$ cat src/rtl/vga_mem_arbiter.sv
// vga_mem_arbiter: shares one block-RAM port between the VGA tile fetcher and the CPU,
// issuing one access per cycle and steering each read return back to its owner.
module vga_mem_arbiter #(
    parameter int ADDR_W       = 16,
    parameter int DATA_W       = 16,
    parameter int MEM_LAT      = 1,
    parameter int CPU_MAX_WAIT = 8
) (
    input  logic              clk,
    input  logic              rst,
    input  logic              vblank,
    input  logic              vga_req,
    input  logic [ADDR_W-1:0] vga_addr,
    output logic              vga_gnt,
    output logic              vga_rvalid,
    output logic [DATA_W-1:0] vga_rdata,
    input  logic              cpu_req,
    input  logic              cpu_we,
    input  logic [ADDR_W-1:0] cpu_addr,
    input  logic [DATA_W-1:0] cpu_wdata,
    output logic              cpu_gnt,
    output logic              cpu_rvalid,
    output logic [DATA_W-1:0] cpu_rdata,
    output logic [ADDR_W-1:0] mem_addr,
    output logic              mem_we,
    output logic [DATA_W-1:0] mem_wdata,
    input  logic [DATA_W-1:0] mem_rdata
);
    localparam int WAIT_W = $clog2(CPU_MAX_WAIT + 1);
    localparam int DEPTH  = MEM_LAT + 1;

    logic [WAIT_W-1:0] waitCnt;
    logic              starved, readGnt, retValid, retCpu;
    logic [DEPTH-1:0]  tagValid, tagCpu;

    always_comb begin
        starved  = waitCnt == WAIT_W'(CPU_MAX_WAIT);
        cpu_gnt  = !rst && cpu_req && (!vga_req || vblank || starved);
        vga_gnt  = !rst && vga_req && !cpu_gnt;
        readGnt  = vga_gnt || (cpu_gnt && !cpu_we);
        retValid = tagValid[DEPTH-1];
        retCpu   = tagCpu[DEPTH-1];
    end

    // tag[0] lines up with mem_addr; tag[DEPTH-1] lines up with the matching mem_rdata
    always_ff @(posedge clk) begin
        if (rst) begin
            waitCnt    <= '0;
            mem_addr   <= '0;
            mem_we     <= 1'b0;
            mem_wdata  <= '0;
            tagValid   <= '0;
            tagCpu     <= '0;
            vga_rvalid <= 1'b0;
            vga_rdata  <= '0;
            cpu_rvalid <= 1'b0;
            cpu_rdata  <= '0;
        end else begin
            waitCnt    <= (!cpu_req || cpu_gnt) ? '0 : starved ? waitCnt : waitCnt + 1'b1;
            mem_addr   <= cpu_gnt ? cpu_addr : vga_gnt ? vga_addr : mem_addr;
            mem_wdata  <= cpu_gnt ? cpu_wdata : mem_wdata;
            mem_we     <= cpu_gnt && cpu_we;
            tagValid   <= {tagValid[DEPTH-2:0], readGnt};
            tagCpu     <= {tagCpu[DEPTH-2:0], cpu_gnt};
            vga_rvalid <= retValid && !retCpu;
            cpu_rvalid <= retValid && retCpu;
            vga_rdata  <= (retValid && !retCpu) ? mem_rdata : vga_rdata;
            cpu_rdata  <= (retValid && retCpu) ? mem_rdata : cpu_rdata;
        end
    end
endmodule

$ cat config.mk
export PLATFORM = sky130hd
export DESIGN_NAME = vga_mem_arbiter
export DESIGN_NICKNAME = d
export VERILOG_FILES = /design/src/rtl/vga_mem_arbiter.sv
export SDC_FILE = /design/constraint.sdc
export NUM_CORES = 1
export LEC_CHECK = 0
export CORE_ASPECT_RATIO = 1.75
export CORE_MARGIN = 3
export CORE_UTILIZATION = 40
export DETAILED_ROUTE_END_ITERATION = 8
export PLACE_DENSITY = 0.77
export SLEW_MARGIN = 20
export SYNTH_ARGS = -nofsm -noshare
export SYNTH_HDL_FRONTEND = slang
export SYNTH_SLANG_ARGS = --single-unit
$ cat constraint.sdc
create_clock -name clk -period 3.2 [get_ports clk]
set_input_delay 0.96 -clock clk [delete_from_list [all_inputs] [get_ports clk]]
set_output_delay 0.96 -clock clk [all_outputs]
set_load 0.05 [all_outputs]
# Yosys cells after proc, flatten, opt, wreduce, memory -nomap -nowiden
# Cells that the tools add are included.
# W data, S select, Z words.
op_classes:
  n_reduce_logical: 20
  eq_ne: 1
  add_sub_neg: 1
  n_mux: 2
ops:
  columns: ["cell", "count"]
  rows:
  - ["$mux W16", 2]
  - ["$logic_and A1 B1 Y1", 8]
  - ["$logic_not A1 Y1", 6]
  - ["$add A4 B1 Y4 const B", 1]
  - ["$eq A4 B4 Y1 const B", 1]
  - ["$logic_or A1 B1 Y1", 4]
  - ["$reduce_bool A2 Y1", 1]
  - ["$reduce_or A2 Y1", 1]
totals:
  inputBits: 70
  elab_cells: 34
  output_inout_bits: 69
  regBits: 75

# Logic depth before layout (Yosys ltp)
depth:
  ltp_word: 8
  ltp_mapped: 7
  mapped_depth_nobuf: 5

# Least setup slack after synthesis
# Ideal clock, no wire load.
synth_path:
  path_kind: "input -> output"
  start: "input port cpu_req"
  end: "output port cpu_gnt"
  required_ps: 2240
  arrival_time_ps: 2138
  path_slack_ps: 102
  cell_stages: 4
  path_cell_list: "clkbuf_1 > o21ai_1 > buf_2 > nor2_1"
synth_via:
  elab_chain_cells: 2
synth_lines:
  columns: ["element", "line", "text"]
  rows:
  - ["start: declaration", "17", "input logic cpu_req,"]
  - ["$logic_and A1 B1 Y1 (2 in series)", "38", "cpu_gnt = !rst && cpu_req && (!vga_req || vblank || starved);"]
  - ["end: declaration", "21", "output logic cpu_gnt,"]
# Every way passes these cells.

# Worst setup path in the final report
layout_path:
  start: "input port vblank"
  end: "output port vga_gnt"
layout_via:
  elab_chain_cells: 5
layout_lines:
  columns: ["element", "line", "text"]
  rows:
  - ["start: declaration", "11", "input logic vblank,"]
  - ["$logic_or A1 B1 Y1 (2 in series)", "38", null]
  - ["$logic_and A1 B1 Y1", "38", null]
  - ["$logic_not A1 Y1", "39", "vga_gnt = !rst && vga_req && !cpu_gnt;"]
  - ["$logic_and A1 B1 Y1", "39", null]
  - ["end: declaration", "14", "output logic vga_gnt,"]
# Every way passes these cells.

==> summary.md <==
| Metric | Value |
|---|---|
| Synthesized area | 3050 µm² |
| Crit path time final | 3.11 ns |
| Clock Sinks | 75 |
| Final Cell Area | 4840 µm² |
| WP data required | 2.24 ns |
| TritonCTS Buffers | 9 |
| DRC violations left | 0 |
| Register area | 1500 µm² |
| Final period util | 97.2% |
| WL per Instance | 16.1 µm |
| Row count | 41 |
| Syn Inst Count | 339 |
| Critical Path AT | 2.15 ns |
| Pin count of the biggest net entering global routing | 42 |
| Non-Filler Instances | 556 |
| Setup crit start kind | input pin |
| Iteration-0 DRC Markers | 125 |
| Nets | 537 |
| Die Span Y | 121 µm |
| DR vias/cell | 5.41 |
| Ys Warns | 0 |
| GRT Util Overall | 20.7% |
| CTS tree | done |
| CORE AREA | 7280 µm² |
| Most common cell after layout, fill and taps aside | clkdlybuf4s50_1 |
| Cell Area, Placed | 4470 µm² |
| Placed instance count | 540 |
| Post-synthesis simple-gate area fraction | 12.7% |
| Post-Synth Adder-Cell Area | 0.822% |
| GP Congestion | 0.797 |
| Hold_buf cts | 0 |
| Mux share of post-synthesis cell area | 5.26% |
| Number of global-route vias before repair | 3100 |
| HP Class | flop to flop |
| Clock root buffer | clkbuf_16 |
| Share of cells above drive strength 1 | 7.87% |
| Mapped Nets | 411 |
| Drt pass-1 iters | 4 |
| Clk_lat worst skew | 0.33 ns |
| Static leakage | 1.85 nW |
| I/O Buffers | 138 |
| Initial antenna violation count | 0 |
| Worst relative slew slack | 53.4% |
| Avg Inst Size Synth | 8.98 µm² |
| Most frequent cells in the layout | 135 x clkdlybuf4s50_1, 75 x dfxtp_1, 67 x nand2_1 |
| H-tree depth | 3 |
| Critical Path End Type | primary output |
| Multi-input logic area | 1380 µm² |
| Synthesized flop and latch total | 75 |
| Max Root-Sink Buffers | 2 |
| PwrDens | 554 nW/µm² |
| Fmax | 0.321 GHz |
| Fillers | 628 |
| Worst-margin pin slew | 0.699 ns |
| Ports | 139 |
| Post-CTS setup buffers | 0 |
| Run status | completed |
| Die width | 72.0 µm |
| Diode count | 0 |
| Critical path class | input pin to primary output |
| Library cells used by synthesis | 30 |
| Area share of xor/xnor cells in the synthesized design | 0.288% |
| Maxcap violations | 0 |
| Pins Over Slew Limit | 0 |
| Final HPWL DP | 6300 µm |
| Area grow syn2layout | 58.9% |
| CTS clk-pin slew, worst paths | 0.06 ns |
| Vias | 3009 |
| Post-route ant nets | 0 |
| Sequential element share of the synthesized area | 49.3% |
| Largest family of logic cells by synthesized area | compound AO/OA/AOI/OAI gates |
| Final WL | 8930 µm |
| Final hold vios | 0 |
| Max VDD drop | 297 µV |
| GRT overflow | 0 |
| First-pass GRT wire length | 14300 µm |
| Complex-gate fraction of the synthesized area | 25.9% |
| Setup TNS | 0 ns |
| Die area | 8740 µm² |
| Post-CTS sizing | 0 |
| Unrepaired setup endpoints after global routing | no |
| Final setup fails | 0 |
| Starting density of the core | 41.8% |
| Worst Skew | 0.00609 ns |
| Worst-path maximum fanout | 3 |
[power breakdown]
part | switching (mW) | total [mW] | leakage, nW | internal, mW
combinational | 0.262 | 0.461 | 1.06 | 0.199
sequential | 0.0230 | 1.00 | 0.614 | 0.977
clock | 0.382 | 1.22 | 0.172 | 0.838
[cell families (layout without fill, tap and decap cells)]
logic type,after synthesis,after routing
AO/OA/AOI/OAI,117,117
AND/OR/NAND/NOR,89,89
buffers and inverters,39,170
XOR/XNOR,1,1
flip-flops,75,75
adder cells (fa/ha/maj),2,2
multiplexers,16,16
[final timing paths]
check	start	endpoint	slack (ns)	cells past startpoint
min reg2reg	tagCpu[0]	tagCpu[1]	0.44	1
max reg2reg	waitCnt[0]	mem_addr[15]	1.50	6
min	tagCpu[0]	tagCpu[1]	0.44	1
max	vblank	vga_gnt	0.09	5
[sequential cells by signal, indices dropped and copies added (netlist names)]
name,cells
cpu_rdata,16
cpu_rvalid,1
mem_addr,16
mem_wdata,16
mem_we,1
tagCpu,2
tagValid,2
vga_rdata,16
vga_rvalid,1
waitCnt,4
[worst max-delay path: stages]
cell and delay (ns):
clkdlybuf4s50_1 0.44, nand2b_1 0.19, o21ai_2 0.18, and3_1 0.23
buf_12 0.15
[cells in the mapped netlist]
library cell,count,share of area (%)
nand4b_1,1,0.29
buf_4,2,0.49
nand2b_1,2,0.41
and2_1,1,0.21
inv_1,5,0.62
o211a_1,16,5.3
nor2_1,6,0.74
clkbuf_1,20,2.5
nor2b_1,4,0.82
nor3b_1,1,0.25
o211ai_1,48,12
or4_4,1,0.37
a21oi_2,1,0.29
nand2_1,67,8.3
buf_2,10,1.6
o21ai_1,1,0.16
dfxtp_1,75,49
xor2_1,1,0.29
nand3b_1,1,0.25
o21ai_0,2,0.33
a21oi_1,49,8.1
and3_1,1,0.21
nor2_2,1,0.21
buf_6,1,0.37
and3b_1,1,0.29
ha_1,2,0.82
mux2i_1,16,5.3
nand3_1,1,0.16
or2b_1,1,0.25
buf_1,1,0.12
[cell type report]
class	count	share of cell area [%]
clock buffers	9	4.65
clock inverters	7	2.90
inverters	5	0.388
multi-input cells	225	28.5
flip-flops and latches	75	31.0
well taps	86	2.22
repair buffers	149	30.3
[metrics by stage]
step                      power [mW]  worst slack (ns)  hold WS, ns  utilization [%]
after floorplan                 1.28             0.102        0.414                -
after global placement          1.47             0.113        0.429             61.3
after detailed placement        1.48            0.0514        0.430             61.3
after CTS                       2.71            0.0496        0.443             66.3
after global routing            2.77            0.0340        0.464             66.4
final                           2.68            0.0883        0.444             66.4
[metal layers]
layer,global-route usage [%],wire [µm],vias to the layer above
met2,36.8,4670,136
met4,8.47,188,0
met3,7.05,753,15
met5,0,0,-
li1,-,-,1451
met1,21.7,3320,1407
Note: power is estimated with default switching activity, not from simulation.
